<file path="src/rtl/cic_comp_pkg.sv">
// Shared types and constants for the CIC droop-compensation FIR.
package cic_comp_pkg;

    typedef enum logic [1:0] {IDLE, MAC, DONE} state_t;

    localparam int COEF_WIDTH_DEF = 8;
    localparam int FRAC_DEF       = 6;

    localparam logic signed [7:0] COEFS3 [3] = '{-8'sd8, 8'sd80, -8'sd8};
    localparam logic signed [7:0] COEFS5 [5] = '{-8'sd4, -8'sd8, 8'sd88, -8'sd8, -8'sd4};

    // Accumulator is wide enough that a full sum of worst-case products cannot overflow.
    function automatic int acc_width(input int w, input int cw, input int taps);
        return w + cw + $clog2(taps) + 1;
    endfunction

endpackage

</file>
<file path="src/rtl/cic_comp_sat.sv">
// Round-half-up by FRAC bits, then clamp the signed accumulator into the unsigned output range.
module cic_comp_sat #(
    parameter int WIDTH = 8,
    parameter int FRAC  = 6,
    parameter int ACC_W = 19
) (
    input  logic signed [ACC_W-1:0] i_acc,
    output logic        [WIDTH-1:0] o_out
);

    localparam int                      HALF  = 1 << (FRAC - 1);
    localparam logic signed [ACC_W-1:0] W_MAX = ACC_W'((1 << WIDTH) - 1);

    logic signed [ACC_W-1:0] w_sum;
    logic signed [ACC_W-1:0] w_shift;

    assign w_sum   = i_acc + ACC_W'(HALF);
    assign w_shift = w_sum >>> FRAC;

    always_comb begin
        o_out = w_shift[WIDTH-1:0];
        if (w_shift[ACC_W-1]) begin
            o_out = '0;
        end else if (w_shift > W_MAX) begin
            o_out = '1;
        end
    end

endmodule

</file>
<file path="src/rtl/cic_comp_fir.sv">
// Symmetric compensation FIR at the decimated rate: one shared multiplier,
// one tap per cycle, rounded and saturated unsigned result.
module cic_comp_fir
    import cic_comp_pkg::*;
#(
    parameter int WIDTH      = 8,
    parameter int TAPS       = 3,
    parameter int COEF_WIDTH = COEF_WIDTH_DEF,
    parameter int FRAC       = FRAC_DEF,
    parameter logic signed [COEF_WIDTH-1:0] COEFS [TAPS] = COEFS3
) (
    input  logic             clk,
    input  logic             rstn,
    input  logic [WIDTH-1:0] in,
    input  logic             in_valid,
    output logic             in_ready,
    output logic [WIDTH-1:0] out,
    output logic             out_valid,
    output logic             overrun
);

    localparam int ACC_W = acc_width(WIDTH, COEF_WIDTH, TAPS);
    localparam int IDX_W = (TAPS > 1) ? $clog2(TAPS) : 1;
    localparam logic [IDX_W-1:0] LAST_IDX = IDX_W'(TAPS - 1);

    state_t                  r_state;
    state_t                  w_state_next;
    logic [WIDTH-1:0]        r_taps [TAPS];
    logic signed [ACC_W-1:0] r_acc;
    logic [IDX_W-1:0]        r_idx;

    logic                    w_accept;
    logic                    w_last;
    logic signed [COEF_WIDTH-1:0] w_coef;
    logic [WIDTH-1:0]        w_tap;
    logic signed [ACC_W-1:0] w_coef_ext;
    logic signed [ACC_W-1:0] w_tap_ext;
    logic signed [ACC_W-1:0] w_prod;
    logic [WIDTH-1:0]        w_sat;

    assign in_ready = (r_state == IDLE) || (r_state == DONE);
    assign w_accept = in_valid && in_ready;
    assign w_last   = (r_idx == LAST_IDX);

    // Taps are unsigned samples; zero-extend before the signed multiply.
    assign w_coef     = COEFS[r_idx];
    assign w_tap      = r_taps[r_idx];
    assign w_coef_ext = {{(ACC_W-COEF_WIDTH){w_coef[COEF_WIDTH-1]}}, w_coef};
    assign w_tap_ext  = {{(ACC_W-WIDTH){1'b0}}, w_tap};
    assign w_prod     = w_coef_ext * w_tap_ext;

    always_ff @(posedge clk or negedge rstn) begin
        if (!rstn) begin
            r_state <= IDLE;
        end else begin
            r_state <= w_state_next;
        end
    end

    always_comb begin
        w_state_next = r_state;
        case (r_state)
            IDLE:    if (w_accept) w_state_next = MAC;
            MAC:     if (w_last)   w_state_next = DONE;
            DONE:    w_state_next = w_accept ? MAC : IDLE;
            default: w_state_next = IDLE;
        endcase
    end

    always_ff @(posedge clk or negedge rstn) begin
        if (!rstn) begin
            r_taps[0] <= '0;
        end else if (w_accept) begin
            r_taps[0] <= in;
        end
    end

    genvar gi;
    generate
        for (gi = 1; gi < TAPS; gi++) begin : g_delay
            always_ff @(posedge clk or negedge rstn) begin
                if (!rstn) begin
                    r_taps[gi] <= '0;
                end else if (w_accept) begin
                    r_taps[gi] <= r_taps[gi-1];
                end
            end
        end
    endgenerate

    always_ff @(posedge clk or negedge rstn) begin
        if (!rstn) begin
            r_acc <= '0;
            r_idx <= '0;
        end else if (w_accept) begin
            r_acc <= '0;
            r_idx <= '0;
        end else if (r_state == MAC) begin
            r_acc <= r_acc + w_prod;
            if (!w_last) begin
                r_idx <= r_idx + IDX_W'(1);
            end
        end
    end

    cic_comp_sat #(
        .WIDTH (WIDTH),
        .FRAC  (FRAC),
        .ACC_W (ACC_W)
    ) u_sat (
        .i_acc (r_acc),
        .o_out (w_sat)
    );

    // DONE overlaps the next accept, so the result is taken from acc before it clears.
    always_ff @(posedge clk or negedge rstn) begin
        if (!rstn) begin
            out       <= '0;
            out_valid <= 1'b0;
            overrun   <= 1'b0;
        end else begin
            out_valid <= (r_state == DONE);
            if (r_state == DONE) begin
                out <= w_sat;
            end
            if (in_valid && !in_ready) begin
                overrun <= 1'b1;
            end
        end
    end

endmodule

</file>
<file path="config.mk">
export PLATFORM = sky130hd
export DESIGN_NAME = cic_comp_fir
export DESIGN_NICKNAME = d
export VERILOG_FILES = /design/src/rtl/cic_comp_pkg.sv /design/src/rtl/cic_comp_sat.sv /design/src/rtl/cic_comp_fir.sv
export SDC_FILE = /design/constraint.sdc
export NUM_CORES = 1
export LEC_CHECK = 0
export ABC_CLOCK_PERIOD_IN_PS = 7500
export CORE_ASPECT_RATIO = 0.7
export CORE_MARGIN = 4
export CORE_UTILIZATION = 55
export CTS_CLUSTER_DIAMETER = 60
export DETAILED_ROUTE_END_ITERATION = 8
export PLACE_DENSITY = 0.74
export REMOVE_ABC_BUFFERS = 1
export SYNTH_ARGS = -nofsm -noshare
export SYNTH_HDL_FRONTEND = slang
export SYNTH_SLANG_ARGS = --single-unit
</file>
<file path="constraint.sdc">
create_clock -name clk -period 7.5 [get_ports clk]
set_clock_uncertainty 0.2 [all_clocks]
set_input_delay 1.5 -clock clk [delete_from_list [all_inputs] [get_ports clk]]
set_output_delay 1.5 -clock clk [all_outputs]
set_load 0.02 [all_outputs]
</file>
==> results.sh, run 1 <==
export IMPL_met3WireLength_um=474
export IMPL_drt_total_wl_um=8892
export IMPL_crit_fanout=10
export IMPL_cts_resized_gates=0
export IMPL_yosysWarnings=0
export IMPL_setup_tns_ps=0
export IMPL_ys_async_sr_fraction_pct=100.0
export IMPL_rr_endpoint="r_acc[16]"
export IMPL_place_area_sq_um=4740
export IMPL_cts_buffers=5
export IMPL_drt_pass1_iter_count=5
export IMPL_start_util_pct=56.49
export IMPL_rsz0062_at_grt="no"
export IMPL_grt_pass1_wl_um=15600
export IMPL_cp_slowest_cell="fa_1"
export IMPL_ys_ff_latch=54
export IMPL_dp_hpwl_um=6941
export IMPL_dr_wl_met2_um=3880
export IMPL_holdCritPathClass="reg2reg"
export IMPL_die_area_sq_um=9611
export IMPL_hold_start="overrun"
export IMPL_ant_nets=0
export IMPL_timing_fmax_ghz=0.1586
export IMPL_hold_buffers=0
export IMPL_drt_met1_wl_um=4383
export IMPL_min_period_ps=6306
export IMPL_yosysSeqAreaShare_pct=30.39
export IMPL_end_kind="flop"
export IMPL_setup_ws_ps=1194
export IMPL_synthesis_area_sq_um=4447
export IMPL_clock_sinks=54
export IMPL_io_pins=22
export IMPL_overflow=0
export IMPL_final_setup_viol_count=0
export IMPL_fill_cells=647
export IMPL_drive_above_1_share_pct=9.451
export IMPL_postLayoutCellArea_sq_um=4891
export IMPL_postCtsSetupBuffers=0
export IMPL_port_buffers=21
export IMPL_preCtsSetupSlack_ps=1233
export IMPL_fin_nets=554
export IMPL_cp_cell_sequence="inv_1 > ha_1 > or2_2 > clkinv_1 > nor2_1 > ha_1 > inv_1 > fa_1 > fa_1 > inv_1 > fa_1 > inv_1 > fa_1 > inv_1 > fa_1 > a211oi_1 > o211ai_1 > a31oi_1 > or4b_1 > nand3_1"
export IMPL_clk_latency_ps=300
export IMPL_outcome="complete, no violations"
export IMPL_min_to="overrun"
export IMPL_grt_max_degree=55
export IMPL_synth_edf_count=0
export IMPL_drtIter0Drc=199
export IMPL_worstSetupPathType="reg2reg"
export IMPL_rrSetupSlack_ps=1190
export IMPL_viasPerCell=5.844
export IMPL_cap_violations=0
export IMPL_worstPathRequired_ps=7490
export IMPL_fp_dieW_um=115.5
export IMPL_core_sq_um=7871
export IMPL_slew_headroom_pct=14.47
export IMPL_vias=3249
export IMPL_clockRootBuffer="clkbuf_16"
export IMPL_syn_area_per_cell_sq_um=10.22
export IMPL_critical_path_max_stage_delay_ps=540
export IMPL_drt_wirelength_per_cell_um=15.99
export IMPL_drc=0
export IMPL_antenna_found_initial=0
export IMPL_yosys_cell_types_count=46
export IMPL_fin_crit_sh_pct=84.08
export IMPL_cts_tree="done"
export IMPL_clockBufferDepth=2
export IMPL_rows=27
export IMPL_synth_ff_type="dfrtp_1"
export IMPL_htreeDepth=2
export IMPL_worst_ep_arrival_time_ps=6290
export IMPL_grt_pass1_vias=3192
export IMPL_fin_util_pct=62.14
export IMPL_syn2layout_area_growth_pct=9.989
export IMPL_grt_usage_pct=20.16
export IMPL_top_layer="met4"
export IMPL_netlist_instances=435
export IMPL_worst_slew_pin_slew_ps=1283
export IMPL_reg2regPathDepth=20
export IMPL_cp_start_kind="flop"
export IMPL_r2r_start="r_idx[0]"
export IMPL_hold_viol_final=0
export IMPL_whs_path_depth=1
export IMPL_routabilityCongestion=0.8691
export IMPL_clk_pin_slew_ps=70
export IMPL_slew_viol_final=0
export IMPL_dieHeight_um=83.23
export IMPL_num_antenna_cells=0
-- cell type report --
cell class              instances  area [sq um]  share of cell area, %
clock inverters                 2         12.51                 0.2558
inverters                      56         210.2                  4.298
well taps                     101         126.4                  2.584
multi-input cells             314          2831                  57.89
repair buffers                 23         220.2                  4.502
flip-flops and latches         54          1351                  27.63
clock buffers                   6         138.9                  2.840
-- critical path: cells and delay by family (launching register included) --
family	cells	cell delay, ps
AND/OR/NAND/NOR	4	690
adder cells (fa/ha/maj)	7	3140
AO/OA/AOI/OAI	3	950
flip-flops	1	530
buffers and inverters	6	680
-- per-layer routing --
layer  vias to the layer above  global-route usage [%]
li1                       1546                       -
met2                        91                   28.94
met5                         -                       0
met3                        16                   3.350
met4                         0                   5.650
met1                      1596                   31.21
-- logic make-up (layout without fill, tap and decap cells) --
group / after synthesis / in the layout / share of synthesized area [%]
simple gates: 102 / 102 / 11.51
fa+ha+maj: 89 / 89 / 29.77
compound gates: 72 / 72 / 10.58
buf+inv: 67 / 87 / 5.937
flops: 54 / 54 / 30.39
mux: 33 / 33 / 8.104
xor+xnor: 18 / 18 / 3.714
-- layout by cell type, fill, tap and decap left out, types with 9 or more instances in the layout --
cell	n
ha_1	61
inv_1	55
dfrtp_1	54
nor2_1	29
nand2_1	29
fa_1	28
mux2_2	24
o21ai_0	20
clkdlybuf4s50_1	20
a21oi_1	16
mux2i_1	9
xor2_1	9
-- worst max path at each step --
stage                     slack (ps)  startpoint         to  cells past startpoint
after floorplan                 1860    r_idx[0]  r_acc[16]                     20
after global placement          1430    r_idx[0]  r_acc[16]                     20
after detailed placement        1230    r_idx[0]  r_acc[16]                     20
after CTS                       1210    r_idx[0]  r_acc[16]                     20
after global routing             820    r_idx[0]  r_acc[13]                     20
final                           1190    r_idx[0]  r_acc[16]                     20
-- metrics by stage --
| stage | instances | hold slack (ps) |
|---|---|---|
| final | 556 | 261.8 |
| after global routing | 556 | 300.4 |
| after CTS | 556 | 267.1 |
| after detailed placement | 548 | 247.8 |
| after global placement | 548 | 243.7 |
| after floorplan | 424 | 272.5 |
-- sequential cells by signal, summed over array words and instances, names as in the netlist --
register	flops
out	8
out_valid	1
overrun	1
r_acc	16
r_idx	2
r_state	2
r_taps	24
-- Yosys cell counts (all sizes together) (8+ instances only) --
cell,instances,share of area [%]
mux2,24,6.1
nand3,8,0.90
and2,8,1.2
a21oi,16,1.8
o21ai,20,2.3
mux2i,9,2.0
dfrtp,54,30
inv,55,4.6
nand2,29,2.4
xnor2,9,1.9
ha,61,17
nor2,30,2.6
fa,28,13
xor2,9,1.8
Power of run 1 is left out: the tool's default activity adds up to more than one toggle a clock period on the data nets, which glitch-free logic cannot reach.
==> inputs of run 2 (changes only) <==
--- a/config.mk
+++ b/config.mk
@@ -5,7 +5,7 @@
 export SDC_FILE = /design/constraint.sdc
 export NUM_CORES = 1
 export LEC_CHECK = 0
-export ABC_CLOCK_PERIOD_IN_PS = 7500
+export ABC_CLOCK_PERIOD_IN_PS = 6400
 export CORE_ASPECT_RATIO = 0.7
 export CORE_MARGIN = 4
 export CORE_UTILIZATION = 55
==> constraint.sdc (replaced) <==
create_clock -name clk -period 6.4 [get_ports clk]
set_clock_uncertainty 0.2 [all_clocks]
set_input_delay 1.28 -clock clk [delete_from_list [all_inputs] [get_ports clk]]
set_output_delay 1.28 -clock clk [all_outputs]
set_load 0.02 [all_outputs]
==> run 2 against run 1 <==
Effect of this change:
- wire length fell by 0.69%
- worst hold slack improved by 0.66 ps
- via count is 1.0% lower
- count of clock-buffer cells in the layout unchanged
- cell count rose by 0.54%
- flip-flop and latch count stayed put
- utilization increased by 0.73 points
- die area unchanged
- first-iteration DRC count shrank 18%
==> results.sh, run 2 (synthesized netlist as in run 1, its figures left out) <==
export IMPL_clk_latency_ps=290
export IMPL_multi_input_area_sq_um=2836
export IMPL_viasPerCell=5.751
export IMPL_routabilityCongestion=0.8660
export IMPL_drive_above_1_share_pct=10.70
export IMPL_dp_hpwl_um=6961
export IMPL_cp_slowest_cell="fa_1"
export IMPL_ant_nets=0
export IMPL_fill_cells=620
export IMPL_largest_reg_flops=24
export IMPL_critical_path_top_delay_family="adder cells"
export IMPL_rsz0062_at_grt="no"
export IMPL_grt_max_degree=55
export IMPL_layout_commonest_cell="ha_1"
export IMPL_antenna_found_initial=0
export IMPL_drt_total_wl_um=8831
export IMPL_worstSetupPathType="reg2reg"
export IMPL_setup_ws_ps=374.2
export IMPL_clockRootBuffer="clkbuf_16"
export IMPL_cap_violations=0
export IMPL_critical_path_max_stage_delay_ps=540
export IMPL_hold_buffers=0
export IMPL_fp_dieW_um=115.5
export IMPL_end_kind="flop"
export IMPL_die_area_sq_um=9611
export IMPL_fin_crit_sh_pct=94.15
export IMPL_largest_register="r_taps"
export IMPL_largest_registers="r_taps x24, r_acc x16, out x8"
export IMPL_cp_cell_sequence="inv_1 > ha_1 > or2_2 > clkinvlp_4 > nor2_1 > ha_1 > inv_1 > fa_1 > fa_1 > inv_1 > fa_1 > inv_1 > fa_1 > inv_1 > fa_1 > a211oi_2 > o211ai_1 > a31oi_1 > or4b_1 > nand3_1"
export IMPL_port_buffers=21
export IMPL_cts_buffers=5
export IMPL_timing_fmax_ghz=0.1660
export IMPL_layout_common_cells="ha_1 (61), inv_1 (55), dfrtp_1 (53)"
export IMPL_final_setup_viol_count=0
export IMPL_slew_viol_final=0
export IMPL_preCtsSetupSlack_ps=270.8
export IMPL_vias=3215
export IMPL_ff_latch_area_sq_um=1353
export IMPL_slew_headroom_pct=21.59
export IMPL_syn2layout_area_growth_pct=11.28
export IMPL_dieHeight_um=83.23
export IMPL_rows=27
export IMPL_worstPathRequired_ps=6380
export IMPL_grt_pass1_wl_um=15520
export IMPL_clockBufferDepth=2
export IMPL_io_pins=22
export IMPL_drt_pass1_iter_count=5
export IMPL_hold_viol_final=0
export IMPL_grt_pass1_vias=3179
export IMPL_clock_sinks=54
export IMPL_cp_start_kind="flop"
export IMPL_min_period_ps=6026
export IMPL_setup_tns_ps=0
export IMPL_clk_pin_slew_ps=70
export IMPL_drtIter0Drc=164
export IMPL_place_inst=552
export IMPL_core_sq_um=7871
export IMPL_fin_nets=558
export IMPL_drt_wirelength_per_cell_um=15.80
export IMPL_num_antenna_cells=0
export IMPL_start_util_pct=56.49
export IMPL_cts_tree="done"
export IMPL_worst_slew_pin_slew_ps=1176
export IMPL_overflow=0
export IMPL_drc=0
export IMPL_cp_num_buf_inv=6
export IMPL_holdCritPathClass="reg2reg"
export IMPL_worst_ep_arrival_time_ps=6010
export IMPL_grt_usage_pct=20.04
export IMPL_final_cell_count_no_fill=559
export IMPL_htreeDepth=2
export IMPL_outcome="complete, no violations"
export IMPL_crit_fanout=10
[run 2: cell count changes in the layout (fill, tap and decap cells not counted), sizes merged]
cell	previous run	this run
buf	3	7
bufinv	0	1
clkinv	2	0
[run 2: final cells by class]
| class | instances | area share, % |
|---|---|---|
| clock buffer | 6 | 2.807 |
| clock inverter | 1 | 0.6068 |
| inverter | 56 | 4.324 |
| multi-input combinational | 314 | 57.32 |
| sequential | 54 | 27.33 |
| tap | 101 | 2.554 |
| timing repair buffer | 27 | 5.057 |
[run 2: worst paths after layout]
kind | start | end | slack (ps) | depth (start not counted)
worst min-delay path | overrun | overrun | 260 | 1
min in group asynchronous | rstn | out[4] | 900 | 2
worst min register to register | overrun | overrun | 260 | 1
worst max register to register | r_idx[0] | r_acc[16] | 370 | 20
worst max-delay path | r_idx[0] | r_acc[16] | 370 | 20
max in group asynchronous | rstn | r_idx[1] | 4600 | 2
[run 2: timing repair]
action / 4_1_cts / 5_1_grt
endpoints found under the setup margin: 0 / 7
resized for setup: 0 / 4
setup buffers: 0 / 0
[run 2: layer usage]
layer	vias to the layer above	share of wire, %	track usage, %	wire length, um
met1	1570	49	30.98	4336
met3	8	5.1	3.205	446
met5	-	0	0	0
li1	1545	-	-	-
met2	92	45	29.99	3980
met4	0	0.77	3.305	68
[run 2: metrics by stage]
| stage | instance area, sq um | hold WS (ps) | util (%) |
|---|---|---|---|
| finish | 4949 | 262.5 | 62.87 |
| global route | 4949 | 310.7 | 62.87 |
| CTS | 4938 | 273.3 | 62.74 |
| detailed placement | 4770 | 253.5 | 60.59 |
| global placement | 4770 | 244.2 | 60.59 |
| floorplan | 4393 | 272.5 | - |
Power of run 2 is left out for the same reason.
==> inputs of run 3 (changes only) <==
--- a/config.mk
+++ b/config.mk
@@ -11,7 +11,7 @@
 export CORE_UTILIZATION = 55
 export CTS_CLUSTER_DIAMETER = 60
 export DETAILED_ROUTE_END_ITERATION = 8
-export PLACE_DENSITY = 0.74
+export PLACE_DENSITY = 0.71
 export REMOVE_ABC_BUFFERS = 1
 export SYNTH_ARGS = -nofsm -noshare
 export SYNTH_HDL_FRONTEND = slang
==> run 3 against run 2 <==
Effect of this change:
- sequential share of layout area rose by 0.13 points
- wire length fell by 1.3%
- critical path depth rose by 1
- maximum frequency rose by 0.68%
- worst hold slack got worse by 0.98 ps
- worst setup slack improved by 41 ps
- flip-flop and latch count did not move
- critical endpoint unchanged
- largest cell class unchanged
==> results.sh, run 3 (synthesized netlist as in run 1, its figures left out) <==
export IMPL_grt_max_degree=55
export IMPL_layout_commonest_cell="ha_1"
export IMPL_r2r_start="r_idx[1]"
export IMPL_grt_usage_pct=20.32
export IMPL_critical_path_top_delay_family="adder cells"
export IMPL_hold_buffers=0
export IMPL_cts_resized_gates=0
export IMPL_ff_latch_area_sq_um=1351
export IMPL_slew_headroom_pct=17.31
export IMPL_critical_path_max_stage_delay_ps=580
export IMPL_core_sq_um=7871
export IMPL_dp_hpwl_um=6922
export IMPL_grt_pass1_vias=3190
export IMPL_fin_nets=557
export IMPL_timing_fmax_ghz=0.1671
export IMPL_layout_common_cells="ha_1 (61), inv_1 (55), dfrtp_1 (54)"
export IMPL_rows=27
export IMPL_setup_ws_ps=414.9
export IMPL_dieHeight_um=83.23
export IMPL_grt_pass1_wl_um=15710
export IMPL_path_depth=21
export IMPL_start_util_pct=56.49
export IMPL_holdCritPathClass="reg2reg"
export IMPL_slew_viol_final=0
export IMPL_syn2layout_area_growth_pct=10.66
export IMPL_cp_num_buf_inv=5
export IMPL_cap_violations=0
export IMPL_port_buffers=21
export IMPL_worst_ep_arrival_time_ps=5970
export IMPL_postCtsSetupBuffers=0
export IMPL_final_cell_count_no_fill=559
export IMPL_drt_pass1_iter_count=5
export IMPL_drc=0
export IMPL_rsz0062_at_grt="no"
export IMPL_die_area_sq_um=9611
export IMPL_clockBufferDepth=2
export IMPL_min_to="overrun"
export IMPL_drt_total_wl_um=8715
export IMPL_worstSetupPathType="reg2reg"
export IMPL_fp_dieW_um=115.5
export IMPL_cts_buffers=5
export IMPL_vias=3187
export IMPL_rr_endpoint="r_acc[16]"
export IMPL_viasPerCell=5.701
export IMPL_drt_wirelength_per_cell_um=15.59
export IMPL_worst_slew_pin_slew_ps=1240
export IMPL_clk_pin_slew_ps=80
export IMPL_dr_wl_met2_um=3808
export IMPL_worstPathRequired_ps=6390
export IMPL_drive_above_1_share_pct=10.48
export IMPL_outcome="complete, no violations"
export IMPL_cp_cell_sequence="buf_4 > mux2i_1 > nor2_1 > a21oi_1 > nand2_1 > xnor2_1 > ha_1 > inv_1 > fa_1 > fa_1 > inv_1 > fa_1 > inv_1 > fa_1 > inv_1 > fa_1 > a211oi_2 > o211ai_1 > a31oi_1 > or4b_1 > nand3_1"
export IMPL_crit_fanout=9
export IMPL_fin_crit_sh_pct=93.52
export IMPL_cp_slowest_cell="dfrtp_1"
export IMPL_min_period_ps=5985
export IMPL_place_area_sq_um=4762
export IMPL_hold_viol_final=0
export IMPL_clockRootBuffer="clkbuf_16"
export IMPL_largest_registers="r_taps x24, r_acc x16, out x8"
export IMPL_clk_latency_ps=300
export IMPL_clock_sinks=54
export IMPL_postLayoutCellArea_sq_um=4921
export IMPL_reg2regPathDepth=21
export IMPL_drtIter0Drc=117
export IMPL_ant_nets=0
export IMPL_setup_tns_ps=0
export IMPL_cts_tree="done"
export IMPL_rrSetupSlack_ps=410
export IMPL_fill_cells=647
export IMPL_final_setup_viol_count=0
export IMPL_met3WireLength_um=338
export IMPL_multi_input_area_sq_um=2836
export IMPL_critPathMostFrequentCell="fa_1"
export IMPL_overflow=0
export IMPL_largest_reg_flops=24
export IMPL_io_pins=22
export IMPL_preCtsSetupSlack_ps=326.1
export IMPL_top_layer="met4"
export IMPL_place_inst=551
export IMPL_cp_start_kind="flop"
export IMPL_antenna_found_initial=0
export IMPL_routabilityCongestion=0.8793
export IMPL_htreeDepth=2
export IMPL_end_kind="flop"
export IMPL_num_antenna_cells=0
export IMPL_whs_path_depth=1
export IMPL_hold_start="overrun"
export IMPL_drt_met1_wl_um=4468
export IMPL_largest_register="r_taps"
-- run 3: cell count changes in the layout (fill, tap and decap cells not counted), sizes merged --
cell,before,now
buf,7,6
bufinv,1,0
clkbuf,6,5
clkinv,0,1
clkinvlp,1,2
inv,55,56
-- run 3: worst max-delay path by stage --
stage	startpoint	endpoint	slack (ps)
final	r_idx[1]	r_acc[16]	410
after global routing	r_idx[0]	r_acc[13]	20
after CTS	r_idx[0]	r_acc[16]	290
after detailed placement	r_idx[0]	r_acc[16]	330
after global placement	r_idx[0]	r_acc[16]	460
after floorplan	r_idx[0]	r_acc[16]	760
-- run 3: per-stage QoR --
stage | utilization [%] | hold slack [ps]
finish | 62.52 | 261.5
global route | 62.52 | 302.2
global placement | 60.50 | 244.7
detailed placement | 60.50 | 249.6
CTS | 62.41 | 272.0
floorplan | - | 272.5
-- run 3: final cells by class --
type                       instances  share of cell area [%]
sequential                        54                   27.46
inverter                          56                   4.348
tap                              101                   2.568
clock buffer                       5                   2.543
clock inverter                     3                  0.5085
multi-input combinational        314                   57.64
timing repair buffer              26                   4.933
-- run 3: per-layer routing --
layer / vias to the layer above / GRT usage, %
met5: - / 0
met2: 55 / 29.15
met3: 10 / 3.496
met1: 1573 / 31.82
met4: 0 / 4.797
li1: 1549 / -
Power of run 3 is left out for the same reason.
